File: config.mk
export PLATFORM = sky130hd
export DESIGN_NAME = tachyon_mem_arb
export DESIGN_NICKNAME = d
export VERILOG_FILES = /design/src/rtl/tachyon_pkg.sv /design/src/rtl/tachyon_rr_arbiter.sv /design/src/rtl/tachyon_mem_arb.sv
export SDC_FILE = /design/constraint.sdc
export NUM_CORES = 1
export LEC_CHECK = 0
export CORE_AREA = 2 2 125 127
export CTS_BUF_LIST = sky130_fd_sc_hd__clkbuf_8 sky130_fd_sc_hd__clkbuf_16
export DETAILED_ROUTE_END_ITERATION = 16
export DIE_AREA = 0 0 127 129
export PLACE_DENSITY_LB_ADDON = 0.1
export SYNTH_ARGS = -nofsm -noshare
export SYNTH_HDL_FRONTEND = slang
export SYNTH_SLANG_ARGS = --single-unit
export TNS_END_PERCENT = 50
File: constraint.sdc
create_clock -name clk -period 2.8 [get_ports clk]
set_clock_uncertainty 0.15 [all_clocks]
set_input_delay 0.28 -clock clk [delete_from_list [all_inputs] [get_ports clk]]
set_output_delay 0.28 -clock clk [all_outputs]
set_load 0.005 [all_outputs]
File: src/rtl/tachyon_pkg.sv
// Shared types and constants for the tachyon memory arbiter.
package tachyon_pkg;

   localparam int unsigned MAX_PORTS = 8;

   typedef logic [$clog2(MAX_PORTS)-1:0] port_id_t;

   localparam int unsigned ERR_SPURIOUS      = 0;
   localparam int unsigned ERR_ADDR_MISMATCH = 1;

   // Next round-robin pointer: one past id, wrapping at n-1.
   function automatic port_id_t wrap_inc(input port_id_t id, input int unsigned n);
      return (32'(id) == n - 1) ? '0 : port_id_t'(id + 1'b1);
   endfunction

endpackage

File: src/rtl/tachyon_rr_arbiter.sv
// Round-robin picker: first request at or after ptr_i wins; also returns the pointer to use next.
module tachyon_rr_arbiter
   import tachyon_pkg::*;
#(
   parameter int unsigned NR_PORTS = 2
) (
   input  logic [NR_PORTS-1:0] req_i,
   input  port_id_t            ptr_i,
   output logic [NR_PORTS-1:0] gnt_o,
   output logic                gnt_valid_o,
   output port_id_t            gnt_id_o,
   output port_id_t            next_ptr_o
);

   logic [NR_PORTS-1:0] hi_req;
   logic [NR_PORTS-1:0] sel_req;

   // Requests at or above the pointer take priority; otherwise wrap to the lowest request.
   always_comb begin
      hi_req = '0;
      for (int unsigned i = 0; i < NR_PORTS; i++) begin
         hi_req[i] = req_i[i] && (i >= 32'(ptr_i));
      end
      sel_req = (|hi_req) ? hi_req : req_i;
   end

   always_comb begin
      gnt_valid_o = 1'b0;
      gnt_id_o    = '0;
      gnt_o       = '0;
      for (int unsigned i = 0; i < NR_PORTS; i++) begin
         if (!gnt_valid_o && sel_req[i]) begin
            gnt_valid_o = 1'b1;
            gnt_id_o    = port_id_t'(i);
         end
      end
      for (int unsigned i = 0; i < NR_PORTS; i++) begin
         gnt_o[i] = gnt_valid_o && (gnt_id_o == port_id_t'(i));
      end
      next_ptr_o = gnt_valid_o ? wrap_inc(gnt_id_o, NR_PORTS) : ptr_i;
   end

endmodule

File: src/rtl/tachyon_mem_arb.sv
// Multi-port RAM arbiter with in-order read tracking and zero-latency response routing.
// Optional TACHYON_MEM_ARB_ADDR_CHECK_EN: store read addresses and flag return-address mismatches.
module tachyon_mem_arb
   import tachyon_pkg::*;
#(
   parameter int unsigned NR_PORTS        = 2,
   parameter int unsigned ADDR_WIDTH      = 32,
   parameter int unsigned DATA_WIDTH      = 32,
   parameter int unsigned MAX_OUTSTANDING = 4
) (
   input  logic                             clk,
   input  logic                             rst_n,
   input  logic [NR_PORTS-1:0]              req,
   input  logic [NR_PORTS-1:0]              wr_rd,
   input  logic [NR_PORTS*(ADDR_WIDTH-2)-1:0] addr,
   input  logic [NR_PORTS*DATA_WIDTH-1:0]   wdata,
   output logic [NR_PORTS-1:0]              gnt,
   output logic [NR_PORTS-1:0]              rsp_valid,
   output logic [DATA_WIDTH-1:0]            rsp_data,
   output logic                             ram_rd_en,
   output logic [ADDR_WIDTH-3:0]            ram_rd_addr,
   output logic                             ram_wr_en,
   output logic [ADDR_WIDTH-3:0]            ram_wr_addr,
   output logic [DATA_WIDTH-1:0]            ram_wr_data,
   input  logic                             ram_rd_valid,
   input  logic [DATA_WIDTH-1:0]            ram_rd_data,
   input  logic [ADDR_WIDTH-3:0]            ram_rd_addr_out,
   output logic [$clog2(MAX_OUTSTANDING):0] outstanding,
   output logic [1:0]                       err
);

   localparam int unsigned AW = ADDR_WIDTH - 2;
   localparam int unsigned PW = $clog2(MAX_OUTSTANDING);
   localparam int unsigned CW = PW + 1;

   port_id_t            ptr_q, ptr_d;
   port_id_t            gnt_id, next_ptr;
   logic                gnt_valid;
   logic [NR_PORTS-1:0] elig;
   logic                rd_ok, push, pop, spurious;
   logic                sel_wr;
   logic [AW-1:0]       sel_addr;
   logic [DATA_WIDTH-1:0] sel_wdata;

   port_id_t            fifo_id_q [MAX_OUTSTANDING];
   port_id_t            fifo_id_d [MAX_OUTSTANDING];
   logic [PW-1:0]       rd_ptr_q, rd_ptr_d, wr_ptr_q, wr_ptr_d;
   logic [CW-1:0]       cnt_q, cnt_d;
   logic [1:0]          err_q, err_d;

`ifdef TACHYON_MEM_ARB_ADDR_CHECK_EN
   logic [AW-1:0]       fifo_addr_q [MAX_OUTSTANDING];
   logic [AW-1:0]       fifo_addr_d [MAX_OUTSTANDING];
`else
   logic                unused_addr_out;
   assign unused_addr_out = ^ram_rd_addr_out;
`endif

   // A same-cycle return frees a slot, so a read may be granted even when full.
   always_comb begin
      rd_ok = (cnt_q < CW'(MAX_OUTSTANDING)) || ram_rd_valid;
      for (int unsigned i = 0; i < NR_PORTS; i++) begin
         elig[i] = rst_n && req[i] && (wr_rd[i] || rd_ok);
      end
   end

   tachyon_rr_arbiter #(
      .NR_PORTS (NR_PORTS)
   ) u_rr_arbiter (
      .req_i       (elig),
      .ptr_i       (ptr_q),
      .gnt_o       (gnt),
      .gnt_valid_o (gnt_valid),
      .gnt_id_o    (gnt_id),
      .next_ptr_o  (next_ptr)
   );

   always_comb begin
      sel_wr    = 1'b0;
      sel_addr  = '0;
      sel_wdata = '0;
      for (int unsigned i = 0; i < NR_PORTS; i++) begin
         if (gnt_id == port_id_t'(i)) begin
            sel_wr    = wr_rd[i];
            sel_addr  = addr[i*AW +: AW];
            sel_wdata = wdata[i*DATA_WIDTH +: DATA_WIDTH];
         end
      end
   end

   always_comb begin
      push        = gnt_valid && !sel_wr;
      ram_rd_en   = push;
      ram_rd_addr = push ? sel_addr : '0;
      ram_wr_en   = gnt_valid && sel_wr;
      ram_wr_addr = ram_wr_en ? sel_addr : '0;
      ram_wr_data = ram_wr_en ? sel_wdata : '0;
   end

   always_comb begin
      pop       = rst_n && ram_rd_valid && (cnt_q != '0);
      spurious  = rst_n && ram_rd_valid && (cnt_q == '0);
      rsp_data  = pop ? ram_rd_data : '0;
      for (int unsigned i = 0; i < NR_PORTS; i++) begin
         rsp_valid[i] = pop && (fifo_id_q[rd_ptr_q] == port_id_t'(i));
      end
   end

   always_comb begin
      ptr_d     = next_ptr;
      fifo_id_d = fifo_id_q;
      wr_ptr_d  = wr_ptr_q;
      rd_ptr_d  = rd_ptr_q;
      cnt_d     = cnt_q;
      err_d     = err_q;
`ifdef TACHYON_MEM_ARB_ADDR_CHECK_EN
      fifo_addr_d = fifo_addr_q;
`endif
      if (push) begin
         fifo_id_d[wr_ptr_q] = gnt_id;
`ifdef TACHYON_MEM_ARB_ADDR_CHECK_EN
         fifo_addr_d[wr_ptr_q] = sel_addr;
`endif
         wr_ptr_d = wr_ptr_q + 1'b1;
      end
      if (pop) begin
         rd_ptr_d = rd_ptr_q + 1'b1;
      end
      case ({push, pop})
         2'b10:   cnt_d = cnt_q + 1'b1;
         2'b01:   cnt_d = cnt_q - 1'b1;
         default: cnt_d = cnt_q;
      endcase
      if (spurious) begin
         err_d[ERR_SPURIOUS] = 1'b1;
      end
`ifdef TACHYON_MEM_ARB_ADDR_CHECK_EN
      if (pop && (ram_rd_addr_out != fifo_addr_q[rd_ptr_q])) begin
         err_d[ERR_ADDR_MISMATCH] = 1'b1;
      end
`else
      err_d[ERR_ADDR_MISMATCH] = 1'b0;
`endif
   end

   always_ff @(posedge clk or negedge rst_n) begin
      if (!rst_n) begin
         ptr_q     <= '0;
         fifo_id_q <= '{default: '0};
         wr_ptr_q  <= '0;
         rd_ptr_q  <= '0;
         cnt_q     <= '0;
         err_q     <= '0;
      end else begin
         ptr_q     <= ptr_d;
         fifo_id_q <= fifo_id_d;
         wr_ptr_q  <= wr_ptr_d;
         rd_ptr_q  <= rd_ptr_d;
         cnt_q     <= cnt_d;
         err_q     <= err_d;
      end
   end

`ifdef TACHYON_MEM_ARB_ADDR_CHECK_EN
   always_ff @(posedge clk or negedge rst_n) begin
      if (!rst_n) begin
         fifo_addr_q <= '{default: '0};
      end else begin
         fifo_addr_q <= fifo_addr_d;
      end
   end
`endif

   assign outstanding = cnt_q;
   assign err         = err_q;

endmodule

# Yosys cells after proc, flatten, opt, wreduce, memory -nomap -nowiden
# Index checks and enable logic that the tools add are counted.
[classes]
addsub = 5
order_cmp = 6
eq_ne = 4
mux = 22
bitwise_logic = 2
n_reduce_logical = 28
[op_table]
columns = ["op", "count"]
rows = [
  ["32-bit 2-to-1 mux", 4],
  ["30-bit 2-to-1 mux", 4],
  ["1-bit logical AND", 17],
  ["12-bit bitwise mux", 1],
  ["3-bit 2-to-1 mux", 4],
  ["3-bit zero test", 3],
  ["3-bit binary-select mux with 2-bit select", 1],
  ["3-bit demux with 2-bit select", 1],
  ["1-bit by 3-bit >= comparator with 1-bit output (first input constant)", 2],
  ["3-bit >= comparator (second input constant)", 2],
  ["2-bit inverter with 3-bit output", 2],
  ["3-bit case mux with 2 select lines", 1],
  ["1-bit 2-to-1 mux", 5],
  ["2-bit by 1-bit adder with 2-bit output (second input constant)", 2],
  ["3-bit by 1-bit adder with 3-bit output (second input constant)", 1],
  ["3-bit by 1-bit == test with 1-bit output (second input constant)", 1],
  ["1-bit logical OR", 3],
  ["3-bit by 1-bit < comparator with 1-bit output (second input constant)", 1],
  ["3-bit < comparator (second input constant)", 1],
  ["3-bit nonzero test", 1],
  ["3-bit by 1-bit subtractor with 3-bit output (second input constant)", 1],
  ["1-bit by 1-bit adder with 2-bit output (second input constant)", 1],
  ["2-bit by 1-bit == test with 1-bit output (second input constant)", 1],
  ["2-bit == test (second input constant)", 1],
  ["other kinds (5)", 6],
]
[word_totals]
ff_bits = 23
out_inout_bits = 135
elab_cells = 76

# Logic depth before layout (Yosys ltp)
[logic_depth]
ltp_word = 18
depth_mapped = 11
ltp_nobuf = 9

# Hierarchy
# Synthesis repeated with hierarchy kept, for this count alone.
[unflattened]
cells_unflattened = 357
hier_area_um2 = 2686.3
[modules_own_cells]
columns = ["module", "instances", "cells_per_inst", "area_each_um2", "seq_area_each_um2"]
rows = [
  ["tachyon_mem_arb", 1, 342, 2592.5, 575.6],
  ["tachyon_rr_arbiter", 1, 15, 93.8, 0.0],
]

# Worst setup path before layout
# OpenSTA, ideal clock, no wires.
[synth_timing]
kind = "flip-flop to flip-flop"
from = "register ptr_q[0]"
to = "register cnt_q[2] (netlist: outstanding[2])"
arrival_time_ps = 2339
t_required_ps = 2571
slack_ps = 232
path_stages_with_launch = 11
n_path_buf = 1
period_less_slack_ps = 2568
cell_sequence = "dfrtp_1 -> and3b_1 -> nor3_2 -> o21ai_2 -> clkbuf_1 -> ha_1 -> inv_1 -> fa_1 -> xor2_1 -> nor2_1 -> xor2_1"
[synth_via]
elab_chain_len = 15
[synth_rtl]
columns = ["element", "line", "text"]
rows = [
  ["from (decl)", "tachyon_mem_arb.sv:36", "port_id_t ptr_q, ptr_d;"],
  ["from (signal assigned)", "tachyon_mem_arb.sv:155", "ptr_q <= ptr_d;"],
  ["1-bit by 3-bit >= comparator with 1-bit output", "tachyon_rr_arbiter.sv:22", "hi_req[i] = req_i[i] && (i >= 32'(ptr_i));"],
  ["1-bit logical AND", "tachyon_rr_arbiter.sv:22", ""],
  ["2-bit OR reduction", "tachyon_rr_arbiter.sv:24", "sel_req = (|hi_req) ? hi_req : req_i;"],
  ["2-bit 2-to-1 mux (*)", "tachyon_rr_arbiter.sv:24", ""],
  ["1-bit 2-to-1 mux", "tachyon_rr_arbiter.sv:32", "if (!gnt_valid_o && sel_req[i]) begin"],
  ["1-bit zero test", "tachyon_rr_arbiter.sv:32", ""],
  ["1-bit logical AND", "tachyon_rr_arbiter.sv:32", ""],
  ["1-bit 2-to-1 mux", "tachyon_rr_arbiter.sv:32", ""],
  ["3-bit zero test", "tachyon_mem_arb.sv:83", "if (gnt_id == port_id_t'(i)) begin"],
  ["1-bit 2-to-1 mux (2 in a row)", "tachyon_mem_arb.sv:83", ""],
  ["1-bit zero test", "tachyon_mem_arb.sv:92", "push = gnt_valid && !sel_wr;"],
  ["1-bit logical AND (*)", "tachyon_mem_arb.sv:92", ""],
  ["2-bit by 1-bit == test with 1-bit output / 2-bit == test (equally long branches)", "tachyon_mem_arb.sv:129", "case ({push, pop})"],
  ["3-bit case mux with 2 select lines / 2-bit nonzero test (equally long branches)", "-", ""],
  ["to (signal assigned)", "tachyon_mem_arb.sv:159", "cnt_q <= cnt_d;"],
  ["to (decl)", "tachyon_mem_arb.sv:48", "logic [CW-1:0] cnt_q, cnt_d;"],
]
# Mark *: on every way between the ends. The rest lies on a longest branch, timed or not.
# A chain may end at the register's enable or synchronous reset.

# Final worst setup path
[layout_timing]
from = "register cnt_q[2] (netlist: outstanding[2])"
to = "output port ram_rd_addr[23]"
[layout_via]
elab_chain_len = 17
[layout_rtl]
columns = ["element", "line", "text"]
rows = [
  ["3-bit < comparator (*)", "tachyon_mem_arb.sv:61", "rd_ok = (cnt_q < CW'(MAX_OUTSTANDING)) || ram_rd_valid;"],
  ["1-bit logical OR (*)", "tachyon_mem_arb.sv:61", ""],
  ["1-bit logical OR", "tachyon_mem_arb.sv:63", "elig[i] = rst_n && req[i] && (wr_rd[i] || rd_ok);"],
  ["1-bit logical AND", "tachyon_mem_arb.sv:63", ""],
  ["1-bit logical AND", "tachyon_rr_arbiter.sv:22", ""],
  ["2-bit OR reduction", "tachyon_rr_arbiter.sv:24", ""],
  ["2-bit 2-to-1 mux (*)", "tachyon_rr_arbiter.sv:24", ""],
  ["1-bit 2-to-1 mux", "tachyon_rr_arbiter.sv:32", ""],
  ["1-bit zero test", "tachyon_rr_arbiter.sv:32", ""],
  ["1-bit logical AND", "tachyon_rr_arbiter.sv:32", ""],
  ["1-bit 2-to-1 mux", "tachyon_rr_arbiter.sv:32", ""],
  ["3-bit zero test", "tachyon_mem_arb.sv:83", ""],
  ["1-bit 2-to-1 mux (2 in a row)", "tachyon_mem_arb.sv:83", ""],
  ["1-bit zero test", "tachyon_mem_arb.sv:92", ""],
  ["1-bit logical AND", "tachyon_mem_arb.sv:92", ""],
  ["30-bit 2-to-1 mux (*)", "tachyon_mem_arb.sv:94", "ram_rd_addr = push ? sel_addr : '0;"],
  ["to (decl)", "tachyon_mem_arb.sv:21", "output logic [ADDR_WIDTH-3:0] ram_rd_addr,"],
]
# Marks and branches as above.

==> impl_metrics.json <==
{
  "setup_ws_ns": -0.0526,
  "fillers": 1497,
  "clkPwrFrac": 0.128,
  "synth_edf_count": 0,
  "drive_gt1_frac": 0.129,
  "clk_pin_slew_worst_paths_ns": 0.04,
  "p_per_area_nw_per_um2": 333,
  "final_antenna_net_count": 0,
  "core_area_um2": 15000,
  "synth_area_um2": 2130,
  "initial_core_util": 0.142,
  "cts_tree": "done",
  "clock_latency_ns": 0.23,
  "seqCellArea_um2": 325,
  "rsz0062_at_grt": "true",
  "grt_max_degree": 38,
  "grt_remaining_overflow": 0,
  "avgSynthCellArea_um2": 7.59,
  "required_ns": 2.37,
  "path_class": "reg -> out",
  "hold_class": "in -> async",
  "crit_path_end_kind": "output pin",
  "leakagePower_nw": 3.00,
  "violations": "negative setup slack",
  "via_count": 3186,
  "crit_arrival_ns": 2.42,
  "areaGrowthSynthToFinish_pct": 179,
  "routabilityCongestion": 0.777,
  "synth_async_sr_flop_share": 1.00,
  "dp_hpwl_um": 10300,
  "routed_wl_um": 12500,
  "regToRegStartpoint": "ptr_q[0]",
  "reg2reg_depth": 10,
  "p_comb_frac": 0.690,
  "p_seq_frac": 0.182,
  "place_inst": 775,
  "cts.sinks": 13,
  "diodes": 0,
  "drc": 0,
  "die_h_um": 129,
  "drt_first_pass_iters": 4,
  "crit_path_max_fanout": 9,
  "cts-buffers-inserted": 3,
  "fin_cells": 792,
  "ir_drop_v": 0.000190,
  "drtIter0Drc": 112,
  "yosys_warnings": 0,
  "cts_buffer_depth": 2,
  "synth.distinct_cells": 37,
  "setup_tns_ns": -0.194,
  "p_int_mw": 1.32,
  "fmax_ghz": 0.351,
  "r2r_slack_ns": 0.30,
  "core.rowCount": 45,
  "multi_input_area_um2": 1740,
  "ys_seq_elements": 13,
  "grt_pass1_wl_um": 17200,
  "slew_violations": 0,
  "period_needed_ns": 2.85,
  "vias_per_cell": 4.02,
  "clockRootBuffer": "clkbuf_16",
  "report.final.setup_viol": 16,
  "switching_power_uw": 655,
  "synthFlopType": "dfrtp_1",
  "yosysSeqAreaShare": 0.152,
  "worstSetupEndpoint": "ram_rd_addr[23]",
  "grt_pass1_vias": 3067,
  "period_share": 1.02,
  "synthesis.nets": 480,
  "nNetsFinal": 804,
  "swShare": 0.331,
  "htreeDepth": 1,
  "wl_per_cell_um": 15.7,
  "crit_path_start_kind": "flip-flop",
  "grt_usage": 0.132,
  "netlist_instances": 281,
  "finalHoldViolCount": 0,
  "dieWidth_um": 127,
  "io_pins": 328,
  "status": "finished, violations left",
  "reg2reg_to": "outstanding[2]",
  "port_buffers": 296,
  "max_cap_violations": 0,
  "die_area_um2": 16400,
  "antenna_found_initial": 0,
  "crit_start": "outstanding[2]",
  "post-place-ws_ns": -0.291
}
## worst min-delay path by stage
stage / start / endpoint / depth (start not counted)
6_report: rst_n / err[0] / 2
5_1_grt: rst_n / fifo_id_q[9] / 2
4_1_cts: rst_n / err[0] / 2
3_5_place_dp: err[0] / err[0] / 1
3_3_place_gp: err[0] / err[0] / 1
2_1_floorplan: rst_n / err[0] / 0
## power groups by stage
stage               Clock, mW  Sequential (mW)  Combinational, mW
floorplan                   0            0.351              0.540
global placement            0            0.358               1.29
detailed placement          0            0.361               1.31
CTS                     0.262            0.361               1.34
global route            0.278            0.374               1.48
finish                  0.254            0.360               1.37
## layer usage
layer	vias up	GRT usage	wire length (um)
li1	1577	-	-
met3	6	0.0416	1190
met5	-	0	0
met4	0	0.0116	70
met1	1428	0.138	4410
met2	175	0.266	6790
## per-stage QoR
stage / total power [mW] / utilization / hold slack, ns / instance area (um2)
after floorplan: 0.891 / - / -0.166 / 2130
after global placement: 1.65 / 0.366 / 0.311 / 5480
after detailed placement: 1.67 / 0.366 / 0.311 / 5480
after CTS: 1.96 / 0.378 / 0.171 / 5660
after global routing: 2.13 / 0.397 / 0.220 / 5940
final: 1.98 / 0.397 / 0.172 / 5940
## cell families after synthesis
group | after synthesis | synth area share
buffers and inverters | 30 | 0.0985
flip-flops | 13 | 0.152
XOR/XNOR | 6 | 0.0246
multiplexers | 65 | 0.311
AO/OA/AOI/OAI | 17 | 0.0657
other | 1 | 0.00176
AND/OR/NAND/NOR | 143 | 0.307
adder cells (fa/ha/maj) | 6 | 0.0387
## flip-flops by register name, indices dropped and copies added (netlist names)
signal and cells:
fifo_id_q 4, outstanding 3, rd_ptr_q 2, wr_ptr_q 2, err 1, ptr_q 1
## critical path, cell delays in order (launching register included)
cell             delay, ns
dfrtp_1               0.37
buf_4                 0.16
nor3b_1               0.13
buf_4                 0.14
a211oi_4              0.21
buf_12                0.20
buf_16                0.17
mux2i_2               0.26
nor2_1                0.07
clkdlybuf4s50_1       0.47
## what timing repair did
action                                  4_1_cts  5_1_grt
gates cloned                                  0        2
buffers inserted                              7        3
hold buffers                                  1        0
hold endpoints to repair                      1        0
resized for setup                            46       58
pin swaps                                     1        3
endpoints found under the setup margin      126       67
## placed cells by master, fill, tap and decap left out, types with 3 or more instances in the layout
master / instances
xnor2_1: 3
clkbuf_16: 5
buf_6: 3
nand2_1: 4
o211ai_1: 4
inv_1: 8
dfrtp_1: 13
nor2_1: 95
mux2i_4: 6
mux2i_2: 14
buf_4: 31
mux2i_1: 43
buf_12: 6
a32o_1: 4
ha_1: 5
and2_1: 33
clkdlybuf4s50_1: 231
xor2_1: 3
dlymetal6s2s_1: 37
dlygate4sd2_1: 26
nand3_1: 3
## final cells by class
| type | instances | area share |
|---|---|---|
| Clock buffer | 3 | 0.0126 |
| Clock inverter | 1 | 0.000632 |
| Inverter | 7 | 0.00442 |
| Multi-Input combinational cell | 238 | 0.293 |
| Sequential cell | 13 | 0.0547 |
| Tap cell | 188 | 0.0396 |
| Timing Repair Buffer | 342 | 0.595 |
## Yosys cell counts, types with 2 or more instances
master,instances,area share
a32o_1,4,0.019
and2_1,33,0.097
buf_12,3,0.028
buf_2,3,0.0070
buf_8,3,0.021
clkbuf_1,12,0.021
dfrtp_1,13,0.15
ha_1,5,0.029
inv_1,7,0.012
mux2i_1,63,0.30
nand2_1,4,0.0070
nand3_1,3,0.0070
nor2_1,95,0.17
nor3_1,2,0.0047
o211ai_1,4,0.014
o21ai_0,2,0.0047
xnor2_1,3,0.012
xor2_1,3,0.012
No activity file was read; power rests on OpenSTA's default activity.
